===== src/rtl/cdb_broadcaster_pkg.sv =====
// Shared types and constants for the common-data-bus result broadcaster.
// Optional same-cycle FIFO bypass is enabled by defining CDB_BYPASS_EN.
package cdb_broadcaster_pkg;

    localparam int NUM_SRC    = 4;
    localparam int TAG_W      = 3;
    localparam int DATA_W     = 32;
    localparam int FIFO_DEPTH = 2;

    localparam int SRC_W = $clog2(NUM_SRC);
    localparam int PTR_W = $clog2(FIFO_DEPTH);
    localparam int CNT_W = PTR_W + 1;

    localparam logic [SRC_W-1:0] FU_ADD = SRC_W'(0);
    localparam logic [SRC_W-1:0] FU_MUL = SRC_W'(1);
    localparam logic [SRC_W-1:0] FU_LD  = SRC_W'(2);
    localparam logic [SRC_W-1:0] FU_ST  = SRC_W'(3);

    typedef struct packed {
        logic [TAG_W-1:0]  tag;
        logic [DATA_W-1:0] value;
    } cdb_entry_t;

    // Source index 'offset' positions after 'base', wrapping modulo NUM_SRC.
    function automatic logic [SRC_W-1:0] rr_index(input logic [SRC_W-1:0] base,
                                                  input int               offset);
        return SRC_W'((int'(base) + offset) % NUM_SRC);
    endfunction

endpackage


===== src/rtl/cdb_src_fifo.sv =====
// Per-functional-unit result FIFO: power-of-two depth, naturally wrapping
// pointers, separately held count, synchronous flush.
module cdb_src_fifo
    import cdb_broadcaster_pkg::*;
#(
    parameter int DEPTH = FIFO_DEPTH
) (
    input  logic                   clk,
    input  logic                   rst,
    input  logic                   flush_i,
    input  logic                   push_i,
    input  cdb_entry_t             data_i,
    input  logic                   pop_i,
    output cdb_entry_t             head_o,
    output logic                   full_o,
    output logic                   empty_o,
    output logic [$clog2(DEPTH):0] count_o
);

    localparam int AW = $clog2(DEPTH);
    localparam int CW = AW + 1;

    cdb_entry_t    mem_q [DEPTH];
    logic [AW-1:0] rd_ptr_q, rd_ptr_d;
    logic [AW-1:0] wr_ptr_q, wr_ptr_d;
    logic [CW-1:0] count_q, count_d;
    logic          do_push, do_pop;

    assign full_o  = (count_q == CW'(DEPTH));
    assign empty_o = (count_q == '0);
    assign count_o = count_q;
    assign head_o  = mem_q[rd_ptr_q];

    assign do_push = push_i & ~full_o & ~flush_i;
    assign do_pop  = pop_i & ~empty_o & ~flush_i;

    always_comb begin
        rd_ptr_d = rd_ptr_q;
        wr_ptr_d = wr_ptr_q;
        count_d  = count_q;
        if (flush_i) begin
            rd_ptr_d = '0;
            wr_ptr_d = '0;
            count_d  = '0;
        end else begin
            if (do_push) wr_ptr_d = wr_ptr_q + AW'(1);
            if (do_pop)  rd_ptr_d = rd_ptr_q + AW'(1);
            // A simultaneous push and pop leaves the count unchanged.
            case ({do_push, do_pop})
                2'b10:   count_d = count_q + CW'(1);
                2'b01:   count_d = count_q - CW'(1);
                default: count_d = count_q;
            endcase
        end
    end

    always_ff @(posedge clk or posedge rst) begin
        if (rst) begin
            rd_ptr_q <= '0;
            wr_ptr_q <= '0;
            count_q  <= '0;
        end else begin
            rd_ptr_q <= rd_ptr_d;
            wr_ptr_q <= wr_ptr_d;
            count_q  <= count_d;
        end
    end

    always_ff @(posedge clk) begin
        if (do_push) mem_q[wr_ptr_q] <= data_i;
    end

    assert property (@(posedge clk) disable iff (rst) count_q <= CW'(DEPTH));

endmodule


===== src/rtl/cdb_broadcaster.sv =====
// Collects FU results into per-source FIFOs and broadcasts one per cycle on a
// registered CDB using round-robin arbitration. CDB_BYPASS_EN: empty-FIFO bypass.
module cdb_broadcaster
    import cdb_broadcaster_pkg::*;
(
    input  logic                      clk,
    input  logic                      rst,
    input  logic                      flush,
    input  logic [NUM_SRC-1:0]        src_valid,
    input  logic [NUM_SRC*TAG_W-1:0]  src_tag,
    input  logic [NUM_SRC*DATA_W-1:0] src_value,
    output logic [NUM_SRC-1:0]        src_ready,
    output logic                      cdb_valid,
    output logic [TAG_W-1:0]          cdb_tag,
    output logic [DATA_W-1:0]         cdb_value,
    output logic [SRC_W-1:0]          cdb_src
);

    cdb_entry_t         in_entry [NUM_SRC];
    cdb_entry_t         head     [NUM_SRC];
    logic [CNT_W-1:0]   count    [NUM_SRC];
    logic [NUM_SRC-1:0] full, empty, accept, cand, push, pop, win_hit;

    logic               grant;
    logic [SRC_W-1:0]   win;
    cdb_entry_t         win_entry;

    logic [SRC_W-1:0]   rr_ptr_q, rr_ptr_d;
    logic               cdb_valid_q, cdb_valid_d;
    cdb_entry_t         cdb_entry_q, cdb_entry_d;
    logic [SRC_W-1:0]   cdb_src_q, cdb_src_d;

    for (genvar gi = 0; gi < NUM_SRC; gi++) begin : g_src
        assign in_entry[gi] = '{tag:   src_tag[gi*TAG_W +: TAG_W],
                                value: src_value[gi*DATA_W +: DATA_W]};

        // Ready comes from the registered count only; a pop frees space next cycle.
        assign src_ready[gi] = (count[gi] != CNT_W'(FIFO_DEPTH));
        assign accept[gi]    = src_valid[gi] & src_ready[gi] & ~flush;
        assign win_hit[gi]   = grant && (win == SRC_W'(gi));
        assign pop[gi]       = win_hit[gi] & ~empty[gi];
        assign push[gi]      = accept[gi] & ~(win_hit[gi] & empty[gi]);

`ifdef CDB_BYPASS_EN
        // An empty FIFO lets its incoming result compete directly.
        assign cand[gi] = ~empty[gi] | accept[gi];
`else
        assign cand[gi] = ~empty[gi];
`endif

        cdb_src_fifo #(
            .DEPTH (FIFO_DEPTH)
        ) u_fifo (
            .clk     (clk),
            .rst     (rst),
            .flush_i (flush),
            .push_i  (push[gi]),
            .data_i  (in_entry[gi]),
            .pop_i   (pop[gi]),
            .head_o  (head[gi]),
            .full_o  (full[gi]),
            .empty_o (empty[gi]),
            .count_o (count[gi])
        );

        assert property (@(posedge clk) disable iff (rst) full[gi] |-> !push[gi]);
        assert property (@(posedge clk) disable iff (rst) pop[gi] |-> !empty[gi]);
    end

    // First candidate after the last winner; no grant during a flush.
    always_comb begin
        grant = 1'b0;
        win   = '0;
        for (int k = 1; k <= NUM_SRC; k++) begin
            if (!grant && !flush && cand[rr_index(rr_ptr_q, k)]) begin
                grant = 1'b1;
                win   = rr_index(rr_ptr_q, k);
            end
        end
    end

    always_comb begin
        win_entry   = empty[win] ? in_entry[win] : head[win];
        cdb_valid_d = grant;
        cdb_entry_d = grant ? win_entry : '0;
        cdb_src_d   = grant ? win : '0;
        rr_ptr_d    = grant ? win : rr_ptr_q;
    end

    always_ff @(posedge clk or posedge rst) begin
        if (rst) begin
            cdb_valid_q <= 1'b0;
            cdb_entry_q <= '0;
            cdb_src_q   <= '0;
            rr_ptr_q    <= SRC_W'(NUM_SRC - 1);
        end else begin
            cdb_valid_q <= cdb_valid_d;
            cdb_entry_q <= cdb_entry_d;
            cdb_src_q   <= cdb_src_d;
            rr_ptr_q    <= rr_ptr_d;
        end
    end

    assign cdb_valid = cdb_valid_q;
    assign cdb_tag   = cdb_entry_q.tag;
    assign cdb_value = cdb_entry_q.value;
    assign cdb_src   = cdb_src_q;

    assert property (@(posedge clk) disable iff (rst) !cdb_valid_q |-> (cdb_entry_q == '0));

endmodule


===== config.mk =====
export PLATFORM = sky130hd
export DESIGN_NAME = cdb_broadcaster
export DESIGN_NICKNAME = d
export VERILOG_FILES = /design/src/rtl/cdb_broadcaster_pkg.sv /design/src/rtl/cdb_src_fifo.sv /design/src/rtl/cdb_broadcaster.sv
export SDC_FILE = /design/constraint.sdc
export NUM_CORES = 1
export LEC_CHECK = 0
export ABC_AREA = 1
export BUFFER_PORTS_ARGS = -buffer_cell sky130_fd_sc_hd__buf_2
export CORE_UTILIZATION = 35
export CTS_CLUSTER_SIZE = 8
export DETAILED_ROUTE_END_ITERATION = 8
export SETUP_SLACK_MARGIN = 0.05
export SYNTH_ARGS = -nofsm -noshare
export SYNTH_HDL_FRONTEND = slang
export SYNTH_HIERARCHICAL = 1
export SYNTH_SLANG_ARGS = --single-unit

===== constraint.sdc =====
create_clock -name clk -period 4.8 [get_ports clk]
set_input_delay 0.24 -clock clk [delete_from_list [all_inputs] [get_ports clk]]
set_output_delay 0.24 -clock clk [all_outputs]
set_load 0.03 [all_outputs]

# --- Yosys cells after proc, flatten, opt, wreduce, memory -nomap -nowiden ---
# Memories as Yosys holds them, arrays and structs flattened.
# Index checks and enable logic that the tools add are counted.
totals:
  elab_cells: 207
  memories: 4
  out_inout_bits: 42
  ramBits: 280
  ff_bits: 56
mem_list:
  columns: ["memory", "words", "word_bits", "rd", "rd_ports_with_merged_regs", "write_ports", "line", "text"]
  rows:
  - ["g_src[0].u_fifo.mem_q", 2, 35, 1, 0, 1, "cdb_src_fifo.sv:23", "cdb_entry_t mem_q [DEPTH];"]
  - ["g_src[1].u_fifo.mem_q", 2, 35, 1, 0, 1, "cdb_src_fifo.sv:23", null]
  - ["g_src[2].u_fifo.mem_q", 2, 35, 1, 0, 1, "cdb_src_fifo.sv:23", null]
  - ["g_src[3].u_fifo.mem_q", 2, 35, 1, 0, 1, "cdb_src_fifo.sv:23", null]
classes:
  n_bitwise: 50
  reduce_logical: 32
  n_mux: 59
  order_cmp: 6
  eq_ne: 19
  n_addsub: 20
ops:
  columns: ["op", "n"]
  rows:
  - ["2-to-1 mux 35 bit", 6]
  - ["binary-select mux 35 bit (select 2 bit)", 2]
  - ["AND 1 bit", 36]
  - ["2-to-1 mux 1 bit", 33]
  - ["== test 2 bit, second input constant", 10]
  - ["2-to-1 mux 2 bit", 9]
  - ["one-hot mux 2 bit (2 select lines)", 4]
  - ["nonzero test 2 bit", 8]
  - ["less-than comparator 2 x 3 -> 1 bit, second input constant", 5]
  - ["inverter 1 bit", 13]
  - ["adder 2 x 1 -> 2 bit, second input constant", 6]
  - ["nonzero test 3 bit", 4]
  - ["logical AND 1 bit", 11]
  - ["binary-select mux 1 bit (select 2 bit)", 5]
  - ["== test 2 x 1 -> 1 bit, second input constant", 5]
  - ["zero test 2 bit", 5]
  - ["adder 1 bit, second input constant", 8]
  - ["inequality test 2 bit, second input constant", 4]
  - ["subtractor 2 x 1 -> 2 bit, second input constant", 4]
  - ["adder 2 bit, second input constant", 2]
  - ["zero test 1 bit", 4]
  - [">= comparator 3 bit, second input constant", 1]
  - ["inverter 2 -> 3 bit", 1]

# --- Logic depth before layout (Yosys ltp) ---
depth:
  depth_word: 28
  ltp_mapped: 22
  ltp_nobuf: 20

# --- Cells and area by module ---
# The synthesis kept the hierarchy.
modules_own_cells:
  columns: ["module", "seq_area_each_um2", "area_each_um2", "instances", "cells_per_inst"]
  rows:
  - ["cdb_src_fifo (g_src[1].u_fifo ...)", 2202.1, 2807.7, 3, 148]
  - ["cdb_broadcaster", 1003.5, 3713.6, 1, 636]
  - ["cdb_src_fifo (g_src[0].u_fifo)", 2202.1, 2802.7, 1, 148]

# --- Least setup slack after synthesis ---
# OpenSTA, ideal clock, no wires.
synth_path:
  path_kind: "reg2reg"
  start: "register g_src[0].u_fifo.count_q[1]"
  end: "memory g_src[0].u_fifo/mem_q[1][0] (netlist bit), enable pin"
  t_arrival_ps: 3190
  synth_period_minus_slack_ps: 3660
  path_stages_with_launch: 6
  setup_ps: 471
  path_buffers: 0
  path_slack_ps: 1140
  path_cell_list: "dfrtp_1 -> inv_1 -> nor2_1 -> nor2_1 -> nand2_4 -> nor3_1"
synth_via:
  elab_chain_cells: 27
synth_rtl:
  columns: ["element", "line", "text"]
  rows:
  - ["start: declaration", "cdb_src_fifo.sv:26", "logic [CW-1:0] count_q, count_d;"]
  - ["start signal: assignment", "cdb_src_fifo.sv:65", "count_q <= count_d;"]
  - ["zero test 2 bit", "cdb_src_fifo.sv:30", "assign empty_o = (count_q == '0);"]
  - ["inverter 1 bit", "cdb_broadcaster.sv:48", "assign cand[gi] = ~empty[gi];"]
  - ["binary-select mux 1 bit (select 2 bit)", "cdb_broadcaster.sv:75", "if (!grant && !flush && cand[rr_index(rr_ptr_q, k)]) begin"]
  - ["2-to-1 mux 1 bit (not written as such)", "cdb_broadcaster.sv:75", null]
  - ["logical AND 1 bit", "cdb_broadcaster.sv:75", null]
  - ["2-to-1 mux 1 bit", "cdb_broadcaster.sv:75", null]
  - ["zero test 1 bit", "cdb_broadcaster.sv:75", null]
  - ["logical AND 1 bit (2 in series)", "cdb_broadcaster.sv:75", null]
  - ["[... 10 more ...]", null, null]
  - ["logical AND 1 bit", "cdb_broadcaster.sv:40", "assign win_hit[gi] = grant && (win == SRC_W'(gi));"]
  - ["AND 1 bit", "cdb_broadcaster.sv:42", "assign push[gi] = accept[gi] & ~(win_hit[gi] & empty[gi]);"]
  - ["inverter 1 bit", "cdb_broadcaster.sv:42", null]
  - ["AND 1 bit *", "cdb_broadcaster.sv:42", null]
  - ["via push[0]", "cdb_broadcaster.sv:22", "logic [NUM_SRC-1:0] full, empty, accept, cand, push, pop, win_hit;"]
  - ["AND 1 bit * (2 in series)", "cdb_src_fifo.sv:34", "assign do_push = push_i & ~full_o & ~flush_i;"]
  - ["2-to-1 mux 1 bit *", "cdb_src_fifo.sv:70", "if (do_push) mem_q[wr_ptr_q] <= data_i;"]
  - ["2-to-1 mux 1 bit (not written as such) *", "cdb_src_fifo.sv:70", null]
  - ["end: declaration", "cdb_src_fifo.sv:23", null]
# The timed path passes the listed nets; every way through them passes the cells marked *. The select of a mux whose other input is x is not followed.

==> impl_metrics.toml <==
[setup_path]
reg2reg_from = "g_src[2].u_fifo/count_o[0]"
reg2reg_slack_ns = 1.37
crit_fanout = 39
worstSetupPathType = "reg -> reg"
cp.arrival_ns = 3.91
critPathLaunchType = "flip-flop"
cp-end-kind = "flip-flop"
r2r_cells = 11
r2r_end = "cdb_value[6]"
critPathRequiredTime_ns = 5.27

[final_layout]
fin_area_um2 = 19200
syn2layout_area_growth_pct = 28.4
fillers = 3911
register_area_um2 = 9810
layout_commonest_cell = "edfxtp_1"
n_antenna_cell = 0
layout-drive-gt1-share_pct = 20.4
multi_input_area_um2 = 4200
layout_common_cells = "edfxtp_1 (280), nand2_1 (252), buf_2 (188)"
nets = 1706

[global_route]
grt_pass1_vias = 10100
met2_usage_pct = 27.1
grt_pass1_wl_um = 59000
grt_max_degree = 41
grtUsageMet1_pct = 25.0
grt_use_met3_pct = 4.14
antenna_found_initial = 0
gr-usage-all-layers_pct = 17.8
busiest_layer = "met2"
grt-ovfl-total = 0

[route]
drt-initial-drc-count = 664
drt.antenna.violating_nets = 0
via_per_inst = 4.70
routed_wl_um = 38300
drc = 0
wl_per_cell_um = 18.0
vias = 10000
drtPass1Iterations = 4

[timing]
slew_headroom_pct = 22.4
worst_pin_slew_ns = 1.16
finalHoldViolCount = 0
period_minus_slack_ns = 3.43
period_share_pct = 71.5
clock_skew_ns = 0.0283
setup_tns_ns = 0
fmax_mhz = 291
setup_viol = 0
final-max-slew-violation-count = 0
rsz0062_at_grt = "false"

[synth]
yosys_warnings = 6
syn_avg_cell_area_um2 = 12.2
syn_area_um2 = 14900
syn_inst = 1225
synth.net_count = 1372

[clocking]
cts_setup_buffers = 0
cts_sinks = 336
cts_tree = "yes"
clk_pin_slew_ns = 0.05
cts_buffer_depth = 3
htree_levels = 2
root_buffer = "clkbuf_16"
cts_made_buffers = 48
clk_latency_ns = 0.58

[hold_path]
hold_path.startpoint = "flush"
hold_path.class = "in -> reg"
holdPathStages = 2
worstHoldEndpoint = "g_src[0].u_fifo/rd_ptr_q"

[die]
die_area_um2 = 43500
dieWidth_um = 209
core-area_um2 = 42000
start_util_pct = 35.5
io_pins = 189
die_height_um = 209
rows = 75

[job]
drv_cap = 0

[power_and_ir_drop]
peakVddDrop_mv = 0.319
pwr_density_cell_nw_per_um2 = 571
p_leak_nw = 8.08

[place]
port_buffers = 188
place.gp.congestion = 0.846
place.detailed.hpwl_um = 25400
placed_area_um2 = 16300

[run_status]
status = "complete, no violations"
[registers in the layout, indices dropped and copies added (netlist names), 2 cells and up]
name                   flops
cdb_src                    2
g_src.u_fifo/wr_ptr_q      4
cdb_value                 32
g_src.u_fifo/mem_q       280
g_src.u_fifo/rd_ptr_q      4
cdb_tag                    3
rr_ptr_q                   2
g_src.u_fifo/count_o       8
[layout make-up]
class                   count  area share [%]
flip-flops and latches    336            51.2
well taps                 539            3.52
multi-input cells         672            21.9
clock buffers              86            7.34
inverters                 158            3.11
clock inverters             2           0.111
repair buffers            343            12.8
[stage by stage]
stage | worst slack, ns | power (mW) | instances | util, % | hold slack (ns)
after floorplan | 1.14 | 6.70 | 1225 | - | 0.00608
after detailed placement | 1.40 | 7.74 | 1907 | 38.8 | 0.235
after global routing | 1.03 | 11.7 | 2136 | 45.6 | 0.184
final | 1.37 | 10.9 | 2136 | 45.6 | 0.162
after global placement | 1.55 | 7.69 | 1907 | 38.8 | 0.229
after CTS | 1.38 | 11.1 | 2136 | 45.6 | 0.126
[power breakdown]
part	switching [mW]	total, mW	internal, mW
clock network	1.22	3.18	1.96
logic	2.87	4.12	1.26
registers	0.166	3.65	3.48
total	4.25	10.9	6.70
[layer usage]
layer / up-vias / share of wire, %
met4: 0 / 2.7
met3: 69 / 5.7
met1: 4841 / 47
li1: 4833 / -
met2: 302 / 45
met5: - / 0
[worst max-delay path by stage]
stage	startpoint	endpoint	slack [ns]	cells after the start
2_1_floorplan	g_src[0].u_fifo/count_o[1]	g_src[0].u_fifo/mem_q[1][0]	1.14	5
3_3_place_gp	g_src[0].u_fifo/count_o[0]	cdb_tag[1]	1.55	11
3_5_place_dp	g_src[0].u_fifo/count_o[0]	cdb_value[30]	1.40	11
4_1_cts	g_src[2].u_fifo/count_o[0]	cdb_value[6]	1.38	11
5_1_grt	g_src[3].u_fifo/count_o[0]	cdb_value[27]	1.03	11
6_report	g_src[2].u_fifo/count_o[0]	cdb_value[6]	1.37	11
[repair_timing]
action                                 CTS  global route
resized for setup                        0             0
endpoints found under the hold margin  334             0
hold buffers                           141             0
[critical path, cell delays in order (launching register included)]
cell and delay [ns]:
dfrtp_1 0.46, nor2_2 0.26, inv_1 0.07, nand2_1 0.08, nand3_1 0.12, nand2_1 0.17
nand4_2 0.16, nor2_2 0.22, nand2_1 0.09, nand2_2 0.51, nand3_2 0.78, a21oi_1 0.40
Note: power is estimated with default switching activity, not from simulation.
